**src/rtl/rx_char_assembler.sv**
```systemverilog
// -----------------------------------------------------------------------------
// rx_char_assembler
//
// Assembles one asynchronous serial character from a synchronised receive
// line. A separate bit sample counter supplies a one-cycle strobe in the
// middle of every bit period; this block advances only on those strobes.
// Framing is LSB first: start (0), 8 data bits, optional even parity, stop (1).
//
// Optional feature macro: PARITY_CHECK_EN
//   undefined : 10-bit frame, parityErr tied to 0
//   defined   : 11-bit frame with even parity, parityErr reports a mismatch
//
// Ports
//   clk          in   system clock, all state changes on the rising edge
//   rst          in   synchronous active-low reset
//   rxBit        in   synchronised serial receive line, idle high
//   shiftStrobe  in   one-cycle mid-bit sample pulse
//   dataAck      in   consumer acknowledge, only meaningful while dataValid=1
//   dataOut      out  last accepted character, held until replaced
//   dataValid    out  dataOut holds an unacknowledged character
//   frameErr     out  stop bit of the character on dataOut sampled 0
//   parityErr    out  parity mismatch on the character on dataOut
//   overrun      out  sticky: a complete character was dropped while
//                     dataValid was still set (cleared by an acknowledge)
//   busy         out  high whenever a frame is being received
// -----------------------------------------------------------------------------
module rx_char_assembler (
    input  logic       clk,
    input  logic       rst,
    input  logic       rxBit,
    input  logic       shiftStrobe,
    input  logic       dataAck,
    output logic [7:0] dataOut,
    output logic       dataValid,
    output logic       frameErr,
    output logic       parityErr,
    output logic       overrun,
    output logic       busy
);

`ifdef PARITY_CHECK_EN
    typedef enum logic [1:0] {IDLE, DATA, PARITY, STOP} state_t;
`else
    typedef enum logic [1:0] {IDLE, DATA, STOP} state_t;
`endif

    state_t     state;
    state_t     state_next;
    logic [2:0] bit_cnt;
    logic [7:0] shift_reg;
    logic       complete;     // stop-bit strobe: character finishes this edge
    logic       accept;       // output holding register is free (or freed now)

`ifdef PARITY_CHECK_EN
    logic       parity_bit;
    logic       parity_err_q;
`endif

    // ------------------------------------------------------------------------
    // Next-state logic
    // ------------------------------------------------------------------------
    // NOTE: every signal written here gets a default first so that no path
    // leaves it unassigned; otherwise a latch would be inferred.
    always_comb begin
        state_next = state;
        complete   = 1'b0;
        if (shiftStrobe) begin
            case (state)
                IDLE: begin
                    // A high line at the start strobe is a false start.
                    if (!rxBit) state_next = DATA;
                end
                DATA: begin
                    if (bit_cnt == 3'd7) begin
`ifdef PARITY_CHECK_EN
                        state_next = PARITY;
`else
                        state_next = STOP;
`endif
                    end
                end
`ifdef PARITY_CHECK_EN
                PARITY: state_next = STOP;
`endif
                STOP: begin
                    state_next = IDLE;
                    complete   = 1'b1;
                end
                default: state_next = IDLE;
            endcase
        end
    end

    // An acknowledge arriving on the completion cycle frees the holding
    // register in time for the new character.
    assign accept = !dataValid || dataAck;

    // ------------------------------------------------------------------------
    // State, datapath and output registers
    // ------------------------------------------------------------------------
    // NOTE: reset is synchronous, so it lives inside the clocked branch and
    // the sensitivity list holds only the clock edge. All sequential state
    // uses non-blocking assignments so every register samples pre-edge values.
    always_ff @(posedge clk) begin
        if (!rst) begin
            state     <= IDLE;
            bit_cnt   <= 3'd0;
            shift_reg <= 8'h00;
            dataOut   <= 8'h00;
            dataValid <= 1'b0;
            frameErr  <= 1'b0;
            overrun   <= 1'b0;
        end else begin
            state <= state_next;

            if (shiftStrobe) begin
                if (state == IDLE && !rxBit) begin
                    bit_cnt <= 3'd0;
                end
                if (state == DATA) begin
                    // LSB first: the newest bit enters at the top and the
                    // first bit ends up in bit 0 after eight strobes.
                    shift_reg <= {rxBit, shift_reg[7:1]};
                    bit_cnt   <= bit_cnt + 3'd1;   // wraps to 0 after bit 7
                end
            end

            if (complete) begin
                if (accept) begin
                    dataOut   <= shift_reg;
                    dataValid <= 1'b1;
                    frameErr  <= ~rxBit;
                end else begin
                    overrun   <= 1'b1;
                end
            end else if (dataValid && dataAck) begin
                dataValid <= 1'b0;
                overrun   <= 1'b0;
            end
        end
    end

`ifdef PARITY_CHECK_EN
    always_ff @(posedge clk) begin
        if (!rst) begin
            parity_bit   <= 1'b0;
            parity_err_q <= 1'b0;
        end else begin
            if (shiftStrobe && state == PARITY) begin
                parity_bit <= rxBit;
            end
            // Even parity: data bits plus parity bit must XOR to zero.
            if (complete && accept) begin
                parity_err_q <= ^{shift_reg, parity_bit};
            end
        end
    end

    assign parityErr = parity_err_q;
`else
    assign parityErr = 1'b0;
`endif

    assign busy = (state != IDLE);

endmodule

```
**config.mk**
```make
export PLATFORM = sky130hd
export DESIGN_NAME = rx_char_assembler
export DESIGN_NICKNAME = d
export VERILOG_FILES = /design/src/rtl/rx_char_assembler.sv
export SDC_FILE = /design/constraint.sdc
export NUM_CORES = 1
export LEC_CHECK = 0
export CAP_MARGIN = 20
export CORE_MARGIN = 2
export CORE_UTILIZATION = 60
export DETAILED_ROUTE_END_ITERATION = 7
export DONT_BUFFER_PORTS = 1
export PLACE_DENSITY = 0.76
export REMOVE_ABC_BUFFERS = 1
export SLEW_MARGIN = 30
export SYNTH_ARGS = -nofsm -noshare
export SYNTH_HDL_FRONTEND = slang
export SYNTH_SLANG_ARGS = --single-unit
```
**constraint.sdc**
```tcl
create_clock -name clk -period 2.4 [get_ports clk]
set_clock_uncertainty 0.15 [all_clocks]
set_input_delay 0.48 -clock clk [delete_from_list [all_inputs] [get_ports clk]]
set_output_delay 0.48 -clock clk [all_outputs]
set_load 0.05 [all_outputs]
```
* Word level (Yosys, flattened, before mapping)
Cells that the tools add are included.
** Cells by class
- Muxes and demuxes :: 12
- Add/subtract/negate cells :: 1
- Bitwise logic cells :: 1
- Reduce and logical (&&, ||, !) cells :: 15
- Eq/ne operators :: 7
** Operators by type and width (count)
- $reduce_and 2->1 :: 5
- $mux 1 :: 7
- $mux 3 :: 2
- $ne 2x2->1 const B :: 3
- $reduce_bool 2->1 :: 3
- $mux 2 :: 2
- $pmux 2 s2 :: 1
- $add 3x1->3 const B :: 1
- $eq 3x3->1 const B :: 1
- $reduce_and 3->1 :: 1
- $eq 2x1->1 const B :: 1
- $eq 2x2->1 const B :: 1
- $logic_and 1x1->1 :: 2
- $logic_not 1->1 :: 2
- $logic_not 2->1 :: 1
- $ne 2x1->1 const B :: 1
- $logic_or 1x1->1 :: 1
- $not 1->1 :: 1
** Storage, ports and cells
- Word-level logic and storage cells :: 43
- Register bits after elaboration :: 24
- Input port bits :: 5

* Longest topological paths before layout
- Word-level depth :: 5
- Gate-level depth with buffers :: 5

* Worst setup path after synthesis
No wires, ideal clock.
- Path kind :: flip-flop to output port
- From :: register state[1]
- To :: output busy
- Stages on the path, launching flop included :: 3
- Setup slack :: 0.914 ns
- Arrival :: 0.856 ns
- Data required time :: 1.770 ns
- Path buffers :: 1
- Cell sequence :: dfxtp_1 > buf_2 > or2_1
** On the way
- Cells in the longest elaborated chain, start to end :: 1
** Ends and longest elaborated chain
- start, declared :: line 47 : state_t state;
- start signal, assigned :: line 114 : state <= state_next;
- $reduce_bool 2->1 :: line 164 : assign busy = (state != IDLE);
- end, declared :: line 38 : output logic busy
No other way between the ends.

* Worst setup path after layout
Same ends and word-level chain as after synthesis.

==> results.cfg <==
[outcome]
status = finished clean

[setup_path]
r2r_end = dataOut[4]
crit_type = reg -> out
path_cells = or2_1
cp_slowest_cell = dfxtp_1
crit_required_ps = 1770
cpPeakStageDelay_ps = 520
path_max_fanout = 8
reg2reg_slack_ps = 760
r2r_cells = 2
cp_num_buf_inv = 0
worstPathArrival_ps = 1280
critPathLaunchType = flip-flop
cpLargestDelayFamily = flip-flops
end_kind = output pin
rr_startpoint = dataValid

[die]
io_pins = 18
dieArea_um2 = 2118
die_w_um = 46.03
fp-row-count = 15
die_y_um = 46.03
start_util_pct = 62.74
core_um2 = 1689

[detailed_routing]
final_antenna_net_count = 0
drt-initial-drc-count = 9
vias_per_cell = 5.492
drtPass1Iterations = 3
wl_per_cell_um = 12.97
post-route-drc-count = 0
vias = 714
routed_wirelength_um = 1686

[global_routing]
grt_use_total_pct = 17.03
grt_max_degree = 34
grt_overflow = 0
grt_pass1_vias = 649
grt_pass1_wl_um = 2635
grt_antenna_before_repair = 0

[power_and_ir_drop]
p_leak_nw = 0.3809
powerDensity_nw_per_um2 = 681.7
ir_worst_vdd_mv = 0.4654

[sta]
hold_viol_final = 0
slew_violations = 0
fmax_mhz = 523.2
rsz0062_at_grt = no
finalSetupTns_ps = 0
setup_viol = 0
tightest_slew_ps = 625.6
finalWorstPathRequiredPeriod_ps = 1911
slew_headroom_pct = 58.29
fin_crit_sh_pct = 79.64

[placed_design]
io_buffer_count = 0
hpwl_um = 1154
place.gp.congestion = 0.7122

[cts]
clk_latency_ps = 310
htreeDepth = 1
cts-root-buf = clkbuf_4
clkSinkCount = 24
cts_hold_buf = 0
post_cts_buffers = 0
tritoncts = yes
cts.repair.resized = 0
cts.reportedPaths.clkPinSlew_ps = 130
numCtsBuffers = 3
cts_buffer_depth = 2

[flow_run]
cap_viol_max_count = 0

[hold_path]
worstHoldPathType = in -> reg
hp-start = dataAck
min_to = overrun
min_path_cells = 1

[yosys]
synth_cell_type_count = 28
avgSynthCellArea_um2 = 8.981
yosysTopAreaCell = dfxtp_1
synth_edf_count = 0
synth_area_um2 = 1060
syn_inst = 118
synth_common_cells = nand2_1, dfxtp_1, a21boi_1
ys_seq_area_share_pct = 45.34
synthFlopType = dfxtp_1
synth.most_common_cell = nand2_1
synthTopCellsByArea = dfxtp_1, nand2_1, mux2i_1
ys_ff_latch = 24
synthArstFlopShare_pct = 0
synth_top_area_share_pct = 45.34
synth_warnings = 0

[cells_and_area]
n_antenna_cell = 0
num-fill-cells = 155
final_util_pct = 63.48
syn2layout_area_growth_pct = 1.181
nets = 121
layout-drive-gt1-share_pct = 6.195
==> metal layers <==
layer	up-vias	wire length [um]	part of all wire [%]	GRT usage, %
met1	329	846	50	21.65
met4	0	16	0.95	7.429
li1	373	-	-	-
met5	-	0	0	0
met3	2	68	4.0	2.778
met2	10	755	45	28.06
==> kinds of logic after synthesis <==
family / share of synthesized area [%]
compound gates: 14.05
fa+ha+maj: 2.361
buf+inv: 6.492
flops: 45.34
mux: 9.445
other cells: 0.3539
simple gates: 21.96
==> worst max-delay path by stage <==
stage                      end  cells after the start  slack, ps  startpoint
floorplan                 busy                      1        900    state[1]
global placement    dataOut[2]                      2        820   dataValid
detailed placement  dataOut[4]                      3        770    state[1]
CTS                       busy                      1        470    state[1]
global route              busy                      1        430    state[1]
finish                    busy                      1        490    state[1]
==> layout make-up <==
cell class | instances | area, um2 | share of cell area, %
multi-input combinational | 83 | 510.5 | 47.61
sequential | 24 | 480.5 | 44.81
clock inverter | 1 | 30.03 | 2.800
clock buffer | 3 | 22.52 | 2.100
tap | 17 | 21.27 | 1.984
inverter | 2 | 7.507 | 0.7001
==> power by group <==
part / leakage, nW / internal [mW] / switching (mW)
logic: 0.159 / 0.0128 / 0.0227
registers: 0.194 / 0.402 / 0.00535
clock network: 0.0279 / 0.169 / 0.119
total: 0.381 / 0.584 / 0.147
==> through the flow <==
step	total power, mW	hold WS, ps	instance area [um2]	instances	worst slack (ps)
after CTS	0.7348	117.1	1072	130	469.7
after global placement	0.4507	292.0	1020	126	824.5
after floorplan	0.4464	285.3	998.5	109	903.2
after global routing	0.7515	105.2	1072	130	431.6
after detailed placement	0.4519	312.0	1020	126	772.2
final	0.7310	120.8	1072	130	488.7
==> cell usage in the layout (no fill, tap or decap), types with 2 or more instances in the layout <==
cell type  Yosys  routed
mux2i_1       10      10
o21ai_0        4       4
clkbuf_4       0       3
dfxtp_1       24      24
a21boi_1      12      12
ha_1           2       2
nand2b_1       4       4
nand2_1       36      36
(Power assumes the default switching activity.)
